## src/rtl/peak_pkg.sv

```systemverilog
// Shared types and default widths for the windowed peak detector family.
// Declarations only: no logic, no latency, no flow control.
package peak_pkg;

    typedef enum logic {
        IDLE  = 1'b0,
        ACCUM = 1'b1
    } pk_state_t;

    localparam int PK_DATA_W = 20;
    localparam int PK_WINDOW = 24;

endpackage

```

## src/rtl/baseline_sub.sv

```systemverilog
// Saturating baseline subtraction (clamps at zero); shared by front-end blocks.
// Purely combinational, zero latency; no flow control.
module baseline_sub #(
    parameter int W = 20
) (
    input  logic [W-1:0] minuend_i,
    input  logic [W-1:0] subtrahend_i,
    output logic [W-1:0] diff_o
);

    assign diff_o = (minuend_i > subtrahend_i) ? (minuend_i - subtrahend_i) : '0;

endmodule

```

## src/rtl/peak_window_detector.sv

```systemverilog
// Windowed peak/index (plus runner-up under PEAK_WINDOW_TOP2_EN) over WINDOW accepted samples.
// Result registered on the edge taking the last sample; no backpressure, sample_en gaps only pause.
module peak_window_detector
    import peak_pkg::*;
#(
    parameter  int DATA_W = PK_DATA_W,
    parameter  int WINDOW = PK_WINDOW,
    localparam int IDX_W  = $clog2(WINDOW)
) (
    input  logic              clk,
    input  logic              n_rst,
    input  logic              clear,
    input  logic              sample_en,
    input  logic [DATA_W-1:0] baseline_value,
    input  logic [DATA_W-1:0] data_input,
    output logic [DATA_W-1:0] peak_value,
    output logic [DATA_W-1:0] second_value,
    output logic [IDX_W-1:0]  peak_index,
    output logic              peak_valid,
    output logic              busy,
    output logic [IDX_W-1:0]  sample_count
);

    localparam logic [IDX_W-1:0] LAST_IDX = IDX_W'(WINDOW - 1);

    logic [DATA_W-1:0] corr;
    pk_state_t         state_q;
    logic [IDX_W-1:0]  count_q;
    logic [DATA_W-1:0] run_max_q, run_max_d;
    logic [IDX_W-1:0]  run_idx_q, run_idx_d;
    logic [DATA_W-1:0] peak_q;
    logic [IDX_W-1:0]  idx_q;
    logic              valid_q;
    logic              last_smp;
`ifdef PEAK_WINDOW_TOP2_EN
    logic [DATA_W-1:0] run_second_q, run_second_d;
    logic [DATA_W-1:0] second_q;
`endif

    baseline_sub #(.W(DATA_W)) u_baseline_sub (
        .minuend_i    (data_input),
        .subtrahend_i (baseline_value),
        .diff_o       (corr)
    );

    assign last_smp = (count_q == LAST_IDX);

    // Strict '>' keeps the first index on ties; an equal duplicate still lifts the runner-up.
    always_comb begin
        run_max_d = run_max_q;
        run_idx_d = run_idx_q;
`ifdef PEAK_WINDOW_TOP2_EN
        run_second_d = run_second_q;
        if (corr > run_max_q) begin
            run_second_d = run_max_q;
            run_max_d    = corr;
            run_idx_d    = count_q;
        end else if (corr > run_second_q) begin
            run_second_d = corr;
        end
`else
        if (corr > run_max_q) begin
            run_max_d = corr;
            run_idx_d = count_q;
        end
`endif
    end

    always_ff @(posedge clk or negedge n_rst) begin
        if (!n_rst) begin
            state_q   <= IDLE;
            count_q   <= '0;
            run_max_q <= '0;
            run_idx_q <= '0;
            peak_q    <= '0;
            idx_q     <= '0;
            valid_q   <= 1'b0;
`ifdef PEAK_WINDOW_TOP2_EN
            run_second_q <= '0;
            second_q     <= '0;
`endif
        end else begin
            valid_q <= 1'b0;
            if (clear) begin
                state_q   <= IDLE;
                count_q   <= '0;
                run_max_q <= '0;
                run_idx_q <= '0;
`ifdef PEAK_WINDOW_TOP2_EN
                run_second_q <= '0;
`endif
            end else begin
                // ACCUM with count 0 means a window just closed; drop to IDLE only on a gap.
                case (state_q)
                    IDLE:    if (sample_en) state_q <= ACCUM;
                    ACCUM:   if (!sample_en && count_q == '0) state_q <= IDLE;
                    default: state_q <= IDLE;
                endcase
                if (sample_en) begin
                    if (last_smp) begin
                        peak_q    <= run_max_d;
                        idx_q     <= run_idx_d;
                        valid_q   <= 1'b1;
                        run_max_q <= '0;
                        run_idx_q <= '0;
                        count_q   <= '0;
`ifdef PEAK_WINDOW_TOP2_EN
                        second_q     <= run_second_d;
                        run_second_q <= '0;
`endif
                    end else begin
                        run_max_q <= run_max_d;
                        run_idx_q <= run_idx_d;
                        count_q   <= count_q + 1'b1;
`ifdef PEAK_WINDOW_TOP2_EN
                        run_second_q <= run_second_d;
`endif
                    end
                end
            end
        end
    end

    assign peak_value   = peak_q;
    assign peak_index   = idx_q;
    assign peak_valid   = valid_q;
    assign busy         = (state_q == ACCUM);
    assign sample_count = count_q;
`ifdef PEAK_WINDOW_TOP2_EN
    assign second_value = second_q;
`else
    assign second_value = '0;
`endif

endmodule

```

## config.mk

```make
export PLATFORM = sky130hd
export DESIGN_NAME = peak_window_detector
export DESIGN_NICKNAME = d
export VERILOG_FILES = /design/src/rtl/peak_pkg.sv /design/src/rtl/baseline_sub.sv /design/src/rtl/peak_window_detector.sv
export SDC_FILE = /design/constraint.sdc
export NUM_CORES = 1
export LEC_CHECK = 0
export ABC_AREA = 1
export CORE_ASPECT_RATIO = 0.7
export CORE_UTILIZATION = 50
export DETAILED_ROUTE_END_ITERATION = 12
export GPL_TIMING_DRIVEN = 0
export PLACE_DENSITY = 0.75
export SLEW_MARGIN = 20
export SYNTH_ARGS = -nofsm -noshare
export SYNTH_HDL_FRONTEND = slang
export SYNTH_HIERARCHICAL = 1
export SYNTH_SLANG_ARGS = --single-unit
```

## constraint.sdc

```tcl
create_clock -name clk -period 3.9 [get_ports clk]
set_input_delay 1.17 -clock clk [delete_from_list [all_inputs] [get_ports clk]]
set_output_delay 1.17 -clock clk [all_outputs]
set_load 0.02 [all_outputs]
```

Word-level counts from Yosys, hierarchy flattened
Index checks and enable logic that the tools add are counted.
{"block": "op_classes", "addsub": 2, "mul": 0, "div_mod_pow": 0, "magnitude_cmp": 2, "eq_ne": 1, "n_shift": 0, "muxes": 19, "bitwise": 2, "reduce_logical": 5}
{"op": "two-way mux 20 bit", "n": 5}
{"op": "greater-than comparator 20 bit", "n": 2}
{"op": "two-way mux 5 bit", "n": 7}
{"op": "subtractor 20 bit", "n": 1}
{"op": "two-way mux 1 bit", "n": 6}
{"op": "adder 5 x 1 -> 5 bit, second input constant", "n": 1}
{"op": "equality test 5 bit, second input constant", "n": 1}
{"op": "logical NOT 5 bit", "n": 1}
{"op": "AND reduction 3 bit", "n": 1}
{"op": "inverter 1 bit", "n": 2}
{"op": "one-hot mux 1 bit (2 select lines)", "n": 1}
{"op": "nonzero test 2 bit", "n": 1}
{"op": "logical AND 1 bit", "n": 1}
{"op": "logical NOT 1 bit", "n": 1}
{"block": "totals", "ff_bits": 57, "latchBits": 0, "ramBits": 0, "mem_bits_ro": 0, "in_bits": 44, "output_inout_bits": 52, "word_cells": 38, "n_memories": 0}

Logic depth before layout (Yosys ltp)
{"block": "logic_depth", "word_depth": 7, "depth_mapped": 27}

Cells and area by module
Netlist, hierarchy kept.
{"mod": "peak_window_detector", "instances": 1, "cells_each": 448, "area_per_inst_um2": 3383.2}
{"mod": "baseline_sub", "instances": 1, "cells_each": 291, "area_per_inst_um2": 1470.2}

Worst setup path before layout
Ideal clock, no wire load.
{"block": "synth_path", "path_type": "input port to flip-flop", "start": "input data_input[0]", "end": "register run_max_q[10]", "arrival_time_ns": 3.780, "required_time_ns": 3.782, "setup_slack_ns": 0.002, "stages": 22, "n_path_buf": 2, "path_cell_list": "inv_1 > ha_1 > inv_1 > fa_1 > nand3_1 > nand3_1 > nand4_1 > nand3_2 > nand2_4 > buf_6 > nor2_4 > ha_1 > nand2_1 > nor2_4 > nand2_2 > nor2_4 > nand2_2 > nand3_4 > buf_2 > nand3_1 > nand3_1 > nand2_1"}
{"block": "synth_between", "elab_chain_cells": 7}
{"item": "start, declared", "line_no": "peak_window_detector.sv:15", "rtl": "input logic [DATA_W-1:0] data_input,"}
{"item": "subtractor 20 bit / greater-than comparator 20 bit (equally long branches)", "line_no": "baseline_sub.sv:11", "rtl": "assign diff_o = (minuend_i > subtrahend_i) ? (minuend_i - subtrahend_i) : '0;"}
{"item": "two-way mux 20 bit *", "line_no": "baseline_sub.sv:11"}
{"item": "net corr[17]", "line_no": "peak_window_detector.sv:26", "rtl": "logic [DATA_W-1:0] corr;"}
{"item": "greater-than comparator 20 bit *", "line_no": "peak_window_detector.sv:62", "rtl": "if (corr > run_max_q) begin"}
{"item": "two-way mux 20 bit *", "line_no": "peak_window_detector.sv:62"}
{"item": "two-way mux 20 bit *", "line_no": "peak_window_detector.sv:100", "rtl": "if (last_smp) begin"}
{"item": "two-way mux 20 bit *", "line_no": "peak_window_detector.sv:99", "rtl": "if (sample_en) begin"}
{"item": "two-way mux 20 bit *", "line_no": "peak_window_detector.sv:84", "rtl": "if (clear) begin"}
{"item": "end signal, assigned", "line_no": "peak_window_detector.sv:112", "rtl": "run_max_q <= run_max_d;"}
{"item": "end, declared", "line_no": "peak_window_detector.sv:29", "rtl": "logic [DATA_W-1:0] run_max_q, run_max_d;"}
Mark *: on every way through the listed nets, which the timed path passes. The rest lies on a longest branch. The select of a mux whose other input is x is not followed.
A chain may end at the register's enable or synchronous reset.

Worst setup path in the final report
{"block": "layout_path", "start": "input data_input[9]", "end": "register run_max_q[14]"}
Same word-level chain as after synthesis.

==> run metrics <==
status=finished with violations; failing checks=negative setup slack; layout cells sized above 1=34.5%; hold_buf cts=0; die area=10100 sq um; register area share after synthesis=29.4%; switching part of the total power=45.5%; Die H=84.4 um; Worst Path Arrival=4.29 ns; worst path bufs/invs=3; routability cong.=0.887; fin crit share=105%; max incr delay on CP=0.30 ns; Hold Path Class=reg -> reg; ranking of synthesized cells by area=dfrtp_1 29%, nand2_1 20%, ha_1 11%, nand3_1 9.6%, inv_1 9.2%; Yosys reg bits=57; Clock Pin Slew Worst Setup and Hold Paths=0.05 ns; largest net degree at the start of global routing=58; Num Clock Sinks=57; drt initial violations=566; CP endpoint kind=flop; Slew Limit Fails=0; Post-route DRC=0; worst skew pair latency=0.33 ns; worst r2r src=run_max_q[15]; final non-filler cell total=1025; power share of the clock group=18.3%; multi-input logic area=3850 sq um; die width=120 um; initial antenna violation count=0; H-tree levels=3; Critical Path Fanout Max=6; io pins=96; total placed cells including tap cells=957; leading area contributor after synthesis=dfrtp_1; Pwr Total=3900 uW; Setup violations, final=49; Max VDD drop=0.000404 V; post-synth top area share=29.4%; Final TNS setup=-5.12 ns; First-pass DRT Iterations=5; flip-flop and latch area=1430 sq um; Cell Area, Synth=4850 sq um; Mapped Cells=739; clk buf depth=2; FF-to-FF setup slack=1.70 ns; Starting Density=52.5%; vias in the first global route=5153; leakage=0.00385 uW; fin crit period=4.08 ns; Total Routed Length=16800 um; Final Util=81.8%; Antenna diodes=0; worst-path cell chain=dlygate4sd2_1 -> ha_4 -> nand2_1 -> nand2_1 -> a21oi_2 -> nand2_1 -> nand2_2 -> nand3_4 -> buf_6 -> nand2_8 -> nor2_4 -> ha_1 -> a21o_1 -> nor2_1 -> nand2_1 -> nand2_2 -> nand3_4 -> nand2_8 -> buf_8 -> nand2_2 -> nand3_2 -> nand2_1; DR WL/cell=16.4 um; Levels on crit path=22; Crit Path Category=in -> reg; Pint=2130 uW; TritonCTS clock tree=yes; Root Buffer=clkbuf_16; Vias/cell=5.46; Syn-to-layout area delta=55.9%; sequential share of power=19.6%; Worst path most repeated cell=nand2_1; Final WS setup=-0.178 ns; # nets final=985; Worst Setup EP=run_max_q[14]; Max Cap Viol=0; R2R Path End=run_max_q[14]; Req. time, crit path=4.11 ns; Fillers=552; dpl ws=-1.00 ns; Pwr Density=516 nW/um^2; Yosys cell types=33; total number of yosys warnings=6; RSZ-0062 raised after global routing=yes; sw power=1780 uW; grt ovf=0; Crit-path slowest cell=ha_1; DRT antenna net count=0; max_slew headroom=51.6%; fmax=245 MHz; Logic pwr share=62.1%; Global Route Usage Sum=30.8%; port bufs=75; first-pass GRT wire length=24300 um; CP Launch Type=input port; origin of the worst setup path=data_input[9]; vias=5592; core area=9250 sq um; final hold vios=0; Num CTS Buffers=9; actual slew at the worst max-slew pin=0.726 ns; CP top delay family=simple AND/OR/NAND/NOR gates; HPWL Detailed=9450 um; syn avg cell area=6.57 sq um; Site Rows=29; Worst Reg2Reg Path Length in Cells=11; Setup Skew=0.00619 ns
how the worst min path moves through the flow:
stage          cells past startpoint              to  slack [ns]      startpoint
2_1_floorplan                      2    run_idx_q[1]        0.45    run_idx_q[1]
3_3_place_gp                       2   run_max_q[12]        0.46   run_max_q[12]
4_1_cts                            2  peak_value[12]        0.47  peak_value[12]
5_1_grt                            2    run_max_q[5]        0.49    run_max_q[5]
3_5_place_dp                       2   run_max_q[16]        0.47   run_max_q[16]
6_report                           2  peak_value[12]        0.46  peak_value[12]
cells in the mapped netlist, drive strengths merged:
cell type	count
nor2	57
nand3	95
nand2	268
clkbuf	7
nor3	4
clkinv	1
inv	121
fa	1
ha	42
nand4	6
o21ai	5
a21o	1
conb	1
o22ai	2
o21bai	3
buf	28
a21oi	21
and2	1
dfrtp	57
nand3b	8
xor2	1
xnor2	9
sequential cells by signal, indices dropped and copies added (netlist names):
register,count
peak_value,20
run_max_q,20
peak_index,5
run_idx_q,5
sample_count,5
busy,1
peak_valid,1
metal layers:
metal | GRT usage [%] | up-vias | wire length, um
met4 | 12.4 | 0 | 571
li1 | - | 2586 | -
met3 | 7.13 | 75 | 1420
met5 | 0 | - | 0
met1 | 40.2 | 2587 | 6810
met2 | 49.3 | 344 | 8000
worst register-to-register path: cells and delay by family (launching register included):
kind	cells	cell delay [ns]
AO/OA/AOI/OAI	2	0.41
adder cells (fa/ha/maj)	1	0.24
buffers and inverters	2	0.34
flip-flops	1	0.40
AND/OR/NAND/NOR	6	0.68
logic make-up after synthesis:
kind of cell	share of synthesized area, %
compound gates	3.56
xor+xnor	1.80
fa+ha+maj	11.2
buf+inv	14.3
flops	29.4
other cells	0.0773
simple gates	39.6
repair_timing:
action | in CTS | in global routing
pin swaps | 51 | 63
setup endpoints to repair | 50 | 50
gates cloned | 5 | 1
setup buffers | 37 | 11
resized for setup | 200 | 144
cell usage in the layout (no fill, tap or decap), types with 5 or more instances in the layout:
cell,Yosys,routed
nand2_1,261,201
inv_1,119,93
nand3_1,93,63
buf_4,20,61
dfrtp_1,57,57
nand2_2,5,45
clkdlybuf4s50_1,0,34
ha_4,0,28
nor2_1,51,26
inv_2,2,25
nand3_2,1,22
nand2_4,2,20
conb_1,1,20
nor2_4,5,19
clkbuf_2,0,18
a21oi_1,21,14
ha_1,42,14
nor2_2,1,12
buf_6,3,12
dlygate4sd2_1,0,12
nand3_4,1,10
clkbuf_16,0,10
clkbuf_1,7,9
xnor2_1,9,9
nand3b_1,8,8
clkdlybuf4s15_1,0,7
nand4_1,5,5
o21ai_0,5,5
a21oi_2,0,5
power groups by stage:
stage / Clock, uW / Sequential (uW) / Combinational [uW]
final: 714 / 765 / 2420
after global placement: 0 / 758 / 1370
after detailed placement: 0 / 764 / 1410
after CTS: 715 / 758 / 1880
after global routing: 745 / 775 / 2590
after floorplan: 0 / 771 / 1060
cell type report:
type,instances,share of cell area [%]
buffer,35,3.56
clock buffer,14,3.49
inverter,122,6.15
multi-input combinational,545,50.8
sequential,57,18.9
tap,124,2.05
timing repair buffer,128,15.1
metrics by stage:
| step | hold slack [ns] | instance area, sq um |
|---|---|---|
| after global routing | 0.495 | 7560 |
| after detailed placement | 0.465 | 5830 |
| after CTS | 0.469 | 7070 |
| after floorplan | 0.449 | 4920 |
| final | 0.464 | 7560 |
| after global placement | 0.461 | 5830 |
(Power assumes the default switching activity.)
